[src/rtl/stopwatch_ctrl.sv]
// Run-mode controller for the MM:SS stopwatch: pause debounce, mode FSM,
// gated 1 Hz count enable, 2 Hz adjust increments and display blink phase.
//
// state  | meaning
// IDLE   | reset state, waiting for the first press
// RUN    | counting seconds on tick_1hz
// PAUSED | counting frozen, press resumes
// ADJUST | adj switch high, 2 Hz increments of the selected field
module stopwatch_ctrl #(
  parameter int DEB_SAMPLES = 3
) (
  input  logic       clk,
  input  logic       rst,
  input  logic       tick_1hz,
  input  logic       tick_2hz,
  input  logic       sample_en,
  input  logic       pause,
  input  logic       adj,
  input  logic       sel,
  output logic       cnt_en,
  output logic       adj_inc,
  output logic       adj_sel,
  output logic       blink,
  output logic       running,
  output logic [1:0] state
);

  localparam logic [1:0] S_IDLE   = 2'b00;
  localparam logic [1:0] S_RUN    = 2'b01;
  localparam logic [1:0] S_PAUSED = 2'b10;
  localparam logic [1:0] S_ADJUST = 2'b11;

  localparam logic [3:0] DEB_N = 4'(DEB_SAMPLES);

  logic       p_s1;
  logic       p_s2;
  logic       deb_lvl;
  logic [3:0] deb_cnt;
  logic       deb_done;
  logic       pev;
  logic [1:0] state_nxt;

  // The level flips on the sample that completes the run; a rising flip is
  // the press event and is consumed by the FSM in that same cycle.
  always_comb begin
    deb_done = sample_en && (p_s2 != deb_lvl) && ((deb_cnt + 4'd1) == DEB_N);
    pev      = deb_done && p_s2;
  end

  always_comb begin
    state_nxt = state;
    if (adj && (state != S_ADJUST)) begin
      state_nxt = S_ADJUST;
    end else if ((state == S_ADJUST) && !adj) begin
      state_nxt = S_PAUSED;
    end else if (pev) begin
      case (state)
        S_IDLE:   state_nxt = S_RUN;
        S_RUN:    state_nxt = S_PAUSED;
        S_PAUSED: state_nxt = S_RUN;
        default:  state_nxt = state;
      endcase
    end
  end

  always_ff @(posedge clk) begin
    if (rst) begin
      p_s1    <= 1'b0;
      p_s2    <= 1'b0;
      deb_lvl <= 1'b0;
      deb_cnt <= 4'd0;
    end else begin
      p_s1 <= pause;
      p_s2 <= p_s1;
      if (sample_en) begin
        if (p_s2 == deb_lvl) begin
          deb_cnt <= 4'd0;
        end else if (deb_done) begin
          deb_lvl <= p_s2;
          deb_cnt <= 4'd0;
        end else begin
          deb_cnt <= deb_cnt + 4'd1;
        end
      end
    end
  end

  always_ff @(posedge clk) begin
    if (rst) begin
      state   <= S_IDLE;
      cnt_en  <= 1'b0;
      adj_inc <= 1'b0;
      adj_sel <= 1'b0;
      blink   <= 1'b0;
      running <= 1'b0;
    end else begin
      state   <= state_nxt;
      running <= (state_nxt == S_RUN);
      // Gating uses the pre-transition state so a tick during RUN->PAUSED
      // still counts and a tick during entry into RUN does not.
      cnt_en  <= tick_1hz && (state == S_RUN);
      adj_inc <= tick_2hz && (state == S_ADJUST);
      if (tick_2hz) begin
        adj_sel <= sel;
      end
      if ((state == S_ADJUST) && (state_nxt == S_ADJUST)) begin
        blink <= blink ^ tick_2hz;
      end else begin
        blink <= 1'b0;
      end
    end
  end

endmodule

[config.mk]
export PLATFORM = sky130hd
export DESIGN_NAME = stopwatch_ctrl
export DESIGN_NICKNAME = d
export VERILOG_FILES = /design/src/rtl/stopwatch_ctrl.sv
export SDC_FILE = /design/constraint.sdc
export NUM_CORES = 1
export LEC_CHECK = 0
export BUFFER_PORTS_ARGS = -buffer_cell sky130_fd_sc_hd__buf_2
export CAP_MARGIN = 20
export CELL_PAD_IN_SITES_DETAIL_PLACEMENT = 1
export CELL_PAD_IN_SITES_GLOBAL_PLACEMENT = 1
export CORE_MARGIN = 4
export CORE_UTILIZATION = 40
export CTS_BUF_LIST = sky130_fd_sc_hd__clkbuf_16
export CTS_CLUSTER_DIAMETER = 30
export DETAILED_ROUTE_END_ITERATION = 10
export PLACE_DENSITY = 0.89
export SLEW_MARGIN = 5
export SYNTH_ARGS = -nofsm -noshare
export SYNTH_HDL_FRONTEND = slang
export SYNTH_SLANG_ARGS = --single-unit
[constraint.sdc]
create_clock -name clk -period 3.5 [get_ports clk]
set_input_delay 0.175 -clock clk [delete_from_list [all_inputs] [get_ports clk]]
set_output_delay 0.175 -clock clk [all_outputs]
set_load 0.05 [all_outputs]
==> impl_metrics.yaml, run 1 <==
cts:
  cts_hold_buf: 0
  cts_buffers: 3
  clock_path_buffers: 2
  clk_latency_ns: 0.24
  clockRootBuffer: "clkbuf_16"
  post_cts_resized: 0
  cts_tree: "built"
  h-tree-depth: 1
  clkSinkCount: 14
  post_cts_buffers: 0
  clkTransAtPathRegs_ns: 0.05
hold_path:
  hold_path_depth: 2
  hp-start: "pause"
  hp-class: "primary input to flip-flop"
  min_to: "p_s1"
floorplanning:
  die_w_um: 48.33
  fp.dieArea_mm2: 0.002336
  io_pins: 15
  start_util: 0.4269
  dieHeight_um: 48.33
  row_count: 14
  coreArea_mm2: 0.001524
sta:
  finalClockSkew_ns: 0.005216
  fmax_mhz: 517.9
  setup_viol: 0
  slew_viol_final: 0
  fin_crit_sh: 0.5517
  layout_min_cycle_time_ns: 1.931
  worst_hold_slack_ns: 0.1496
  fin_tns_setup_ns: 0
  maxSlewHeadroom: 0.7437
  hold_viol_final: 0
  rsz0062_at_grt: "no"
  finalWorstSetupSlack_ns: 1.569
  worst_slew_pin_slew_ns: 0.3844
cells_and_area:
  drive_gt1_frac: 0.2159
  antenna_cells: 0
  fin_nets: 100
  multi_input_area_um2: 355.3
  fin_area_um2: 812.0
  num-fill-cells: 178
  seq_area_um2: 280.3
  area_delta_synth_final_pct: 24.81
  instances_no_fill: 104
global_route:
  antenna_found_initial: 0
  grt_overflow: 0
  grt_max_degree: 15
  track_usage: 0.1521
  grt_pass1_vias: 601
  grt_pass1_wl_mm: 2.849
flow_run:
  drv_cap: 0
power:
  vdd_drop_max_mv: 0.4655
  powerDensity_mw_per_mm2: 510.2
  p_leak_uw: 0.0003439
yosys:
  synthSimpleGateAreaFrac: 0.3096
  synth_area_leaders: "dfxtp_1 (43%), nand2_1 (4.0%), a21oi_1 (3.8%)"
  synth_top_family_by_area: "simple AND/OR/NAND/NOR gates"
  synth_cell_types: 31
  yosys.area.top_type: "dfxtp_1"
  synth_top_area_frac: 0.4308
  async_flop_share: 0
  synthCells: 72
  syn_avg_cell_area_um2: 9.036
  syn_area_um2: 650.6
  ys_seq_elements: 14
  synth-compound-area-share: 0.1327
  yosysSeqAreaShare: 0.4308
  yosysMostFrequentCell: "dfxtp_1"
  muxShareOfSynthArea: 0.03846
  synth_fa_ha_area_frac: 0.03846
  synth_ff_type: "dfxtp_1"
  ys_top_cells_by_count: "dfxtp_1 (14), nand2_1 (7), a21oi_1 (5), nor2_1 (5), nor3_1 (4)"
  synth_edf_count: 0
  yosys_warnings: 0
  synthXorXnorAreaFrac: 0.02692
  syn_nets: 82
setup_path:
  critical_path_arrival_ns: 2.11
  r2r-start: "deb_cnt[0]"
  worst-path-max-fanout: 6
  rr_endpoint: "deb_cnt[1]"
  end_kind: "flip-flop"
  required_ns: 3.68
  start_kind: "flip-flop"
  crit_type: "flip-flop to flip-flop"
  regToRegSetupSlack_ns: 1.57
  r2r_cells: 5
place:
  gp_congestion: 0.6955
  dpl_worst_slack_ns: 1.576
  dp_cells: 101
  dp_hpwl_mm: 1.111
  port-buffer-count: 14
  placed_area_um2: 737.0
drt:
  vias: 574
  vias_per_cell: 5.519
  drt_pass1_iterations: 2
  drc: 0
  drt_first_iter_violations: 3
  drt_wl_total_mm: 1.555
  wl_per_cell_um: 14.95
  ant_nets: 0
outcome:
  status: "completed"
worst max-delay path by stage:
| stage | startpoint | end | slack (ns) | cells past startpoint |
|---|---|---|---|---|
| finish | deb_cnt[0] | deb_cnt[1] | 1.57 | 5 |
| detailed placement | deb_cnt[0] | deb_cnt[1] | 1.58 | 5 |
| CTS | deb_cnt[0] | deb_cnt[1] | 1.56 | 5 |
| floorplan | deb_cnt[0] | deb_cnt[0] | 1.72 | 5 |
| global route | deb_cnt[0] | running | 1.42 | 6 |
| global placement | deb_cnt[1] | deb_cnt[0] | 1.66 | 5 |
cell usage in the layout (no fill, tap or decap), drive strengths merged:
cell     Yosys  layout
dfxtp       14      14
buf          0      14
nand2        7       7
nor2         5       5
a21oi        5       5
nor3         4       4
inv          3       3
nand3        3       3
nor2b        3       3
clkbuf       1       3
nand2b       2       2
and3b        2       2
or4          2       2
a211oi       2       2
ha           2       2
xor2         1       1
o21ai        1       1
a2bb2oi      1       1
a21boi       1       1
mux2         1       1
or2b         1       1
a21o         1       1
a221oi       1       1
nor4b        1       1
nor4bb       1       1
and4b        1       1
mux2i        1       1
xnor2        1       1
nand4b       1       1
or3          1       1
o211ai       1       1
nor4         1       1
cells by family after synthesis:
kind of cell,after synthesis
flops,14
mux,2
compound gates,13
buf+inv,4
fa+ha+maj,2
simple gates,35
xor+xnor,2
critical path: stages (launching register included):
cell and delay (ns):
dfxtp_1 0.40, ha_1 0.28, mux2_4 0.34, and3b_1 0.19, or4_1 0.51, a21oi_1 0.15
sequential cells by signal, summed over array words and instances, names as in the netlist:
signal / count
adj_inc: 1
p_s1: 1
running: 1
adj_sel: 1
blink: 1
deb_cnt: 4
p_s2: 1
deb_lvl: 1
state: 2
cnt_en: 1
layer usage:
layer	track usage	vias up	wire [um]
li1	-	291	-
met1	0.1806	275	678
met5	0	-	0
met2	0.2609	6	812
met4	0.04147	0	16
met3	0.04601	2	48
power breakdown:
group | leakage [uW] | switching (uW) | total (uW) | internal, uW
registers | 0.000114 | 4.85 | 170 | 165
clock network | 0.0000370 | 61.5 | 211 | 149
logic | 0.000193 | 22.9 | 34.2 | 11.3
final cells by class:
type                       count  share of cell area
multi-input combinational     54              0.4376
sequential                    14              0.3451
clock buffer                   3             0.09245
timing repair buffer          14             0.08629
tap                           16             0.02465
inverter                       3             0.01387
stage by stage:
step / util / total power (uW)
floorplan: - / 193.3
global placement: 0.4836 / 204.6
detailed placement: 0.4836 / 205.9
CTS: 0.5328 / 418.9
global route: 0.5328 / 433.2
finish: 0.5328 / 414.3
No activity file was read; power rests on OpenSTA's default activity.
==> run 2: changes to the inputs <==
--- a/config.mk
+++ b/config.mk
@@ -10,11 +10,11 @@
 export CELL_PAD_IN_SITES_DETAIL_PLACEMENT = 1
 export CELL_PAD_IN_SITES_GLOBAL_PLACEMENT = 1
 export CORE_MARGIN = 4
-export CORE_UTILIZATION = 40
+export CORE_UTILIZATION = 37
 export CTS_BUF_LIST = sky130_fd_sc_hd__clkbuf_16
 export CTS_CLUSTER_DIAMETER = 30
 export DETAILED_ROUTE_END_ITERATION = 10
-export PLACE_DENSITY = 0.89
+export PLACE_DENSITY = 0.84
 export SLEW_MARGIN = 5
 export SYNTH_ARGS = -nofsm -noshare
 export SYNTH_HDL_FRONTEND = slang
==> constraint.sdc (replaced) <==
create_clock -name clk -period 1.9 [get_ports clk]
set_input_delay 0.095 -clock clk [delete_from_list [all_inputs] [get_ports clk]]
set_output_delay 0.095 -clock clk [all_outputs]
set_load 0.05 [all_outputs]
==> impl_metrics.yaml, run 2 (synthesis results as in run 1) <==
outcome:
  status: "completed"
sta:
  fin_tns_setup_ns: 0
  worst_hold_slack_ns: 0.06398
  finalClockSkew_ns: 0.003389
  layout_min_cycle_time_ns: 1.794
  hold_viol_final: 0
  fin_crit_sh: 0.9441
  rsz0062_at_grt: "no"
  maxSlewHeadroom: 0.7424
  slew_viol_final: 0
  fmax_mhz: 557.5
  setup_viol: 0
  worst_slew_pin_slew_ns: 0.3864
cells_and_area:
  regMostFlops: "deb_cnt"
  seq_area_um2: 284.0
  fin_nets: 102
  final_common_cell: "buf_2"
  antenna_cells: 0
  fin_area_um2: 842.1
  num-fill-cells: 189
  largest_register_ffs: 4
  instances_no_fill: 107
  drive_gt1_frac: 0.2637
  mostFrequentLayoutCells: "buf_2 (14), dfxtp_1 (13), nand2_1 (7)"
  area_delta_synth_final_pct: 29.42
  multi_input_area_um2: 362.8
  top_regs: "deb_cnt: 4 flops, state: 2 flops"
setup_path:
  crit_type: "flip-flop to flip-flop"
  end_kind: "flip-flop"
  start_kind: "flip-flop"
  r2r_cells: 5
  critical_path_arrival_ns: 1.96
  startpoint: "deb_cnt[0]"
  worst-path-max-fanout: 6
  r2r-start: "deb_cnt[0]"
  required_ns: 2.07
global_route:
  antenna_found_initial: 0
  grt_max_degree: 15
  track_usage: 0.1591
  grt_pass1_vias: 612
  grt_pass1_wl_mm: 2.932
  grt_overflow: 0
drt:
  vias: 606
  dr_wl_met2_um: 777
  wl_per_cell_um: 15.29
  top_layer_used: "met4"
  ant_nets: 0
  vias_per_cell: 5.664
  dr_wl_met3_um: 60
  drt_first_iter_violations: 15
  wl_met1_um: 755
  drc: 0
  drt_wl_total_mm: 1.636
  drt_pass1_iterations: 4
cts:
  clkSinkCount: 14
  cts_hold_buf: 0
  clock_path_buffers: 2
  clkTransAtPathRegs_ns: 0.05
  post_cts_resized: 0
  h-tree-depth: 1
  post_cts_buffers: 0
  cts_buffers: 3
  clk_latency_ns: 0.25
  clockRootBuffer: "clkbuf_16"
  cts_tree: "built"
power:
  report.power.total_uw: 778.1
  p_leak_uw: 0.0003541
  powerDensity_mw_per_mm2: 924.1
  vdd_drop_max_mv: 0.5652
place:
  port-buffer-count: 14
  dp_cells: 103
  placed_area_um2: 752.0
  gp_congestion: 0.7585
floorplanning:
  start_util: 0.4127
  die_w_um: 49.94
  coreArea_mm2: 0.001577
  row_count: 14
  fp.dieArea_mm2: 0.002494
  dieHeight_um: 49.94
  io_pins: 15
hold_path:
  hp-class: "primary input to flip-flop"
  hold_path_depth: 2
  hp-start: "pause"
flow_run:
  drv_cap: 0
run 2: cell count changes in the layout (fill, tap and decap cells not counted), sizes merged:
cell	change
clkinv	+1
buf	+2
run 2: layer usage:
metal,vias to the layer above,track usage
met5,-,0
li1,296,-
met4,0,0.08295
met2,12,0.2511
met1,293,0.1887
met3,5,0.05422
run 2: worst max-delay path, cell delays in order, from the launching register on:
cell and delay, ns:
dfxtp_4 0.37, ha_2 0.19, mux2_4 0.32, and3b_1 0.19
or4_1 0.49, a21oi_1 0.16
run 2: power by group:
part,internal [uW],leakage [uW],switching [uW],total (uW)
registers,302,0.000115,8.25,310
clock network,279,0.0000385,126,404
logic,20.9,0.000200,42.9,63.7
run 2: per-stage QoR:
step                      setup WS [ns]  utilization
after floorplan                  0.1166            -
after global placement           0.1239       0.4770
after detailed placement        0.03890       0.4770
after CTS                       0.01256       0.5270
after global routing            0.01771       0.5341
final                            0.1061       0.5341
run 2: path summary, 6_finish.rpt:
path / end / slack (ns)
setup / recovery: deb_cnt[0] / 0.11
hold / removal: p_s1 / 0.06
setup reg to reg: deb_cnt[0] / 0.11
hold reg to reg: p_s2 / 0.44
run 2: final cells by class:
type,count,area share
clock buffers,3,0.08915
clock inverters,1,0.004458
inverters,3,0.01337
multi-input cells,54,0.4309
flip-flops and latches,14,0.3373
well taps,16,0.02377
repair buffers,16,0.1010
==> run 3: changes to the inputs <==
==> constraint.sdc (replaced) <==
create_clock -name clk -period 2 [get_ports clk]
set_input_delay 0.1 -clock clk [delete_from_list [all_inputs] [get_ports clk]]
set_output_delay 0.1 -clock clk [all_outputs]
set_load 0.05 [all_outputs]
==> impl_metrics.yaml, run 3 (synthesis results as in run 1) <==
outcome:
  status: "completed"
cts:
  h-tree-depth: 1
  clockRootBuffer: "clkbuf_16"
  post_cts_buffers: 0
  cts_buffers: 3
  clkTransAtPathRegs_ns: 0.04
  clkSinkCount: 14
  cts_tree: "built"
  clock_path_buffers: 2
  clk_latency_ns: 0.24
setup_path:
  end_kind: "flip-flop"
  critical_path_arrival_ns: 2.03
  r2r_cells: 5
  worst-path-max-fanout: 6
  required_ns: 2.17
  crit_type: "flip-flop to flip-flop"
  start_kind: "flip-flop"
  regToRegSetupSlack_ns: 0.14
  rr_endpoint: "deb_cnt[0]"
  r2r-start: "deb_cnt[0]"
place:
  dp_cells: 101
  gp_congestion: 0.7299
  dp_hpwl_mm: 1.195
  port-buffer-count: 14
floorplanning:
  io_pins: 15
  row_count: 14
  start_util: 0.4127
  die_w_um: 49.94
  dieHeight_um: 49.94
  coreArea_mm2: 0.001577
  fp.dieArea_mm2: 0.002494
cells_and_area:
  fin_nets: 100
  fin_util: 0.5246
  area_delta_synth_final_pct: 27.12
  largest_register_ffs: 4
  antenna_cells: 0
  drive_gt1_frac: 0.2500
  instances_no_fill: 104
  mostFrequentLayoutCells: "buf_2 (14), dfxtp_1 (12), nand2_1 (7)"
  regMostFlops: "deb_cnt"
  top_regs: "deb_cnt: 4 flops, state: 2 flops"
  final_common_cell: "buf_2"
power:
  comb_power_share: 0.084
  power.switching_uw: 150.3
  p_clk_frac: 0.504
  power_frac_seq: 0.412
  internal-power_uw: 568.5
  powerDensity_mw_per_mm2: 869.2
  p_sw_frac: 0.2091
  p_leak_uw: 0.0003420
  vdd_drop_max_mv: 0.6415
drt:
  wl_per_cell_um: 15.76
  drt_pass1_iterations: 4
  vias: 588
  drt_first_iter_violations: 5
  vias_per_cell: 5.654
  ant_nets: 0
  drt_wl_total_mm: 1.639
  drc: 0
sta:
  layout_min_cycle_time_ns: 1.861
  fmax_mhz: 537.2
  slew_viol_final: 0
  maxSlewHeadroom: 0.7245
  setup_viol: 0
  hold_viol_final: 0
  worst_slew_pin_slew_ns: 0.4133
  fin_tns_setup_ns: 0
  fin_crit_sh: 0.9307
  finalClockSkew_ns: 0.001867
  rsz0062_at_grt: "no"
global_route:
  track_usage: 0.1504
  grt_pass1_vias: 620
  grt_overflow: 0
  antenna_found_initial: 0
  grt_pass1_wl_mm: 2.732
  grt_max_degree: 15
hold_path:
  hp-class: "primary input to flip-flop"
  min_to: "p_s1"
  hold_path_depth: 2
  hp-start: "pause"
flow_run:
  drv_cap: 0
[run 3: metal layers]
layer / GRT usage / wire length (um)
met5: 0 / 0
met4: 0.08295 / 34
met3: 0.05723 / 58
met2: 0.2753 / 875
met1: 0.1416 / 671
[run 3: worst max-delay path by stage]
stage                    start    endpoint  slack (ns)
floorplan           deb_cnt[0]  deb_cnt[0]        0.22
global placement    deb_cnt[0]  deb_cnt[1]        0.15
detailed placement  deb_cnt[0]  deb_cnt[0]        0.02
CTS                 deb_cnt[0]  deb_cnt[0]       0.009
global route        deb_cnt[0]  deb_cnt[0]        0.05
finish              deb_cnt[0]  deb_cnt[0]        0.14
[run 3: final cells by class]
type	count	area [um2]
sequential	14	282.8
timing repair buffer	14	70.07
multi-input combinational	54	367.9
clock buffer	3	75.07
tap	16	20.02
fill	192	749.5
inverter	3	11.26
[run 3: per-stage QoR]
stage | power (uW) | worst slack [ns] | hold slack (ns) | cell area [um2]
2_1_floorplan | 338.2 | 0.2166 | 0.1716 | 650.6
3_3_place_gp | 358.3 | 0.1499 | 0.3138 | 737.0
3_5_place_dp | 361.0 | 0.02265 | 0.3266 | 737.0
4_1_cts | 731.0 | 0.009234 | 0.07905 | 814.5
5_1_grt | 755.7 | 0.05430 | 0.1180 | 827.0
6_report | 718.8 | 0.1386 | 0.07973 | 827.0
[run 3: worst max-delay path, cell delays in order, from the launching register on]
cell,delay (ns)
dfxtp_2,0.40
ha_4,0.19
mux2_4,0.31
and3b_1,0.20
or4_1,0.53
a21oi_1,0.15
[run 3: repair_timing]
item	in CTS	in global routing
hold buffers	0	0
gates resized for setup	1	3
setup endpoints to repair	1	2
[run 3: power groups by stage]
stage                     registers, uW  clock network (uW)  logic, uW
final                               296                 362       60.2
after global routing                297                 393       65.1
after CTS                           296                 374       60.9
after detailed placement            301                   0       60.2
after global placement              300                   0       58.2
after floorplan                     319                   0       19.1
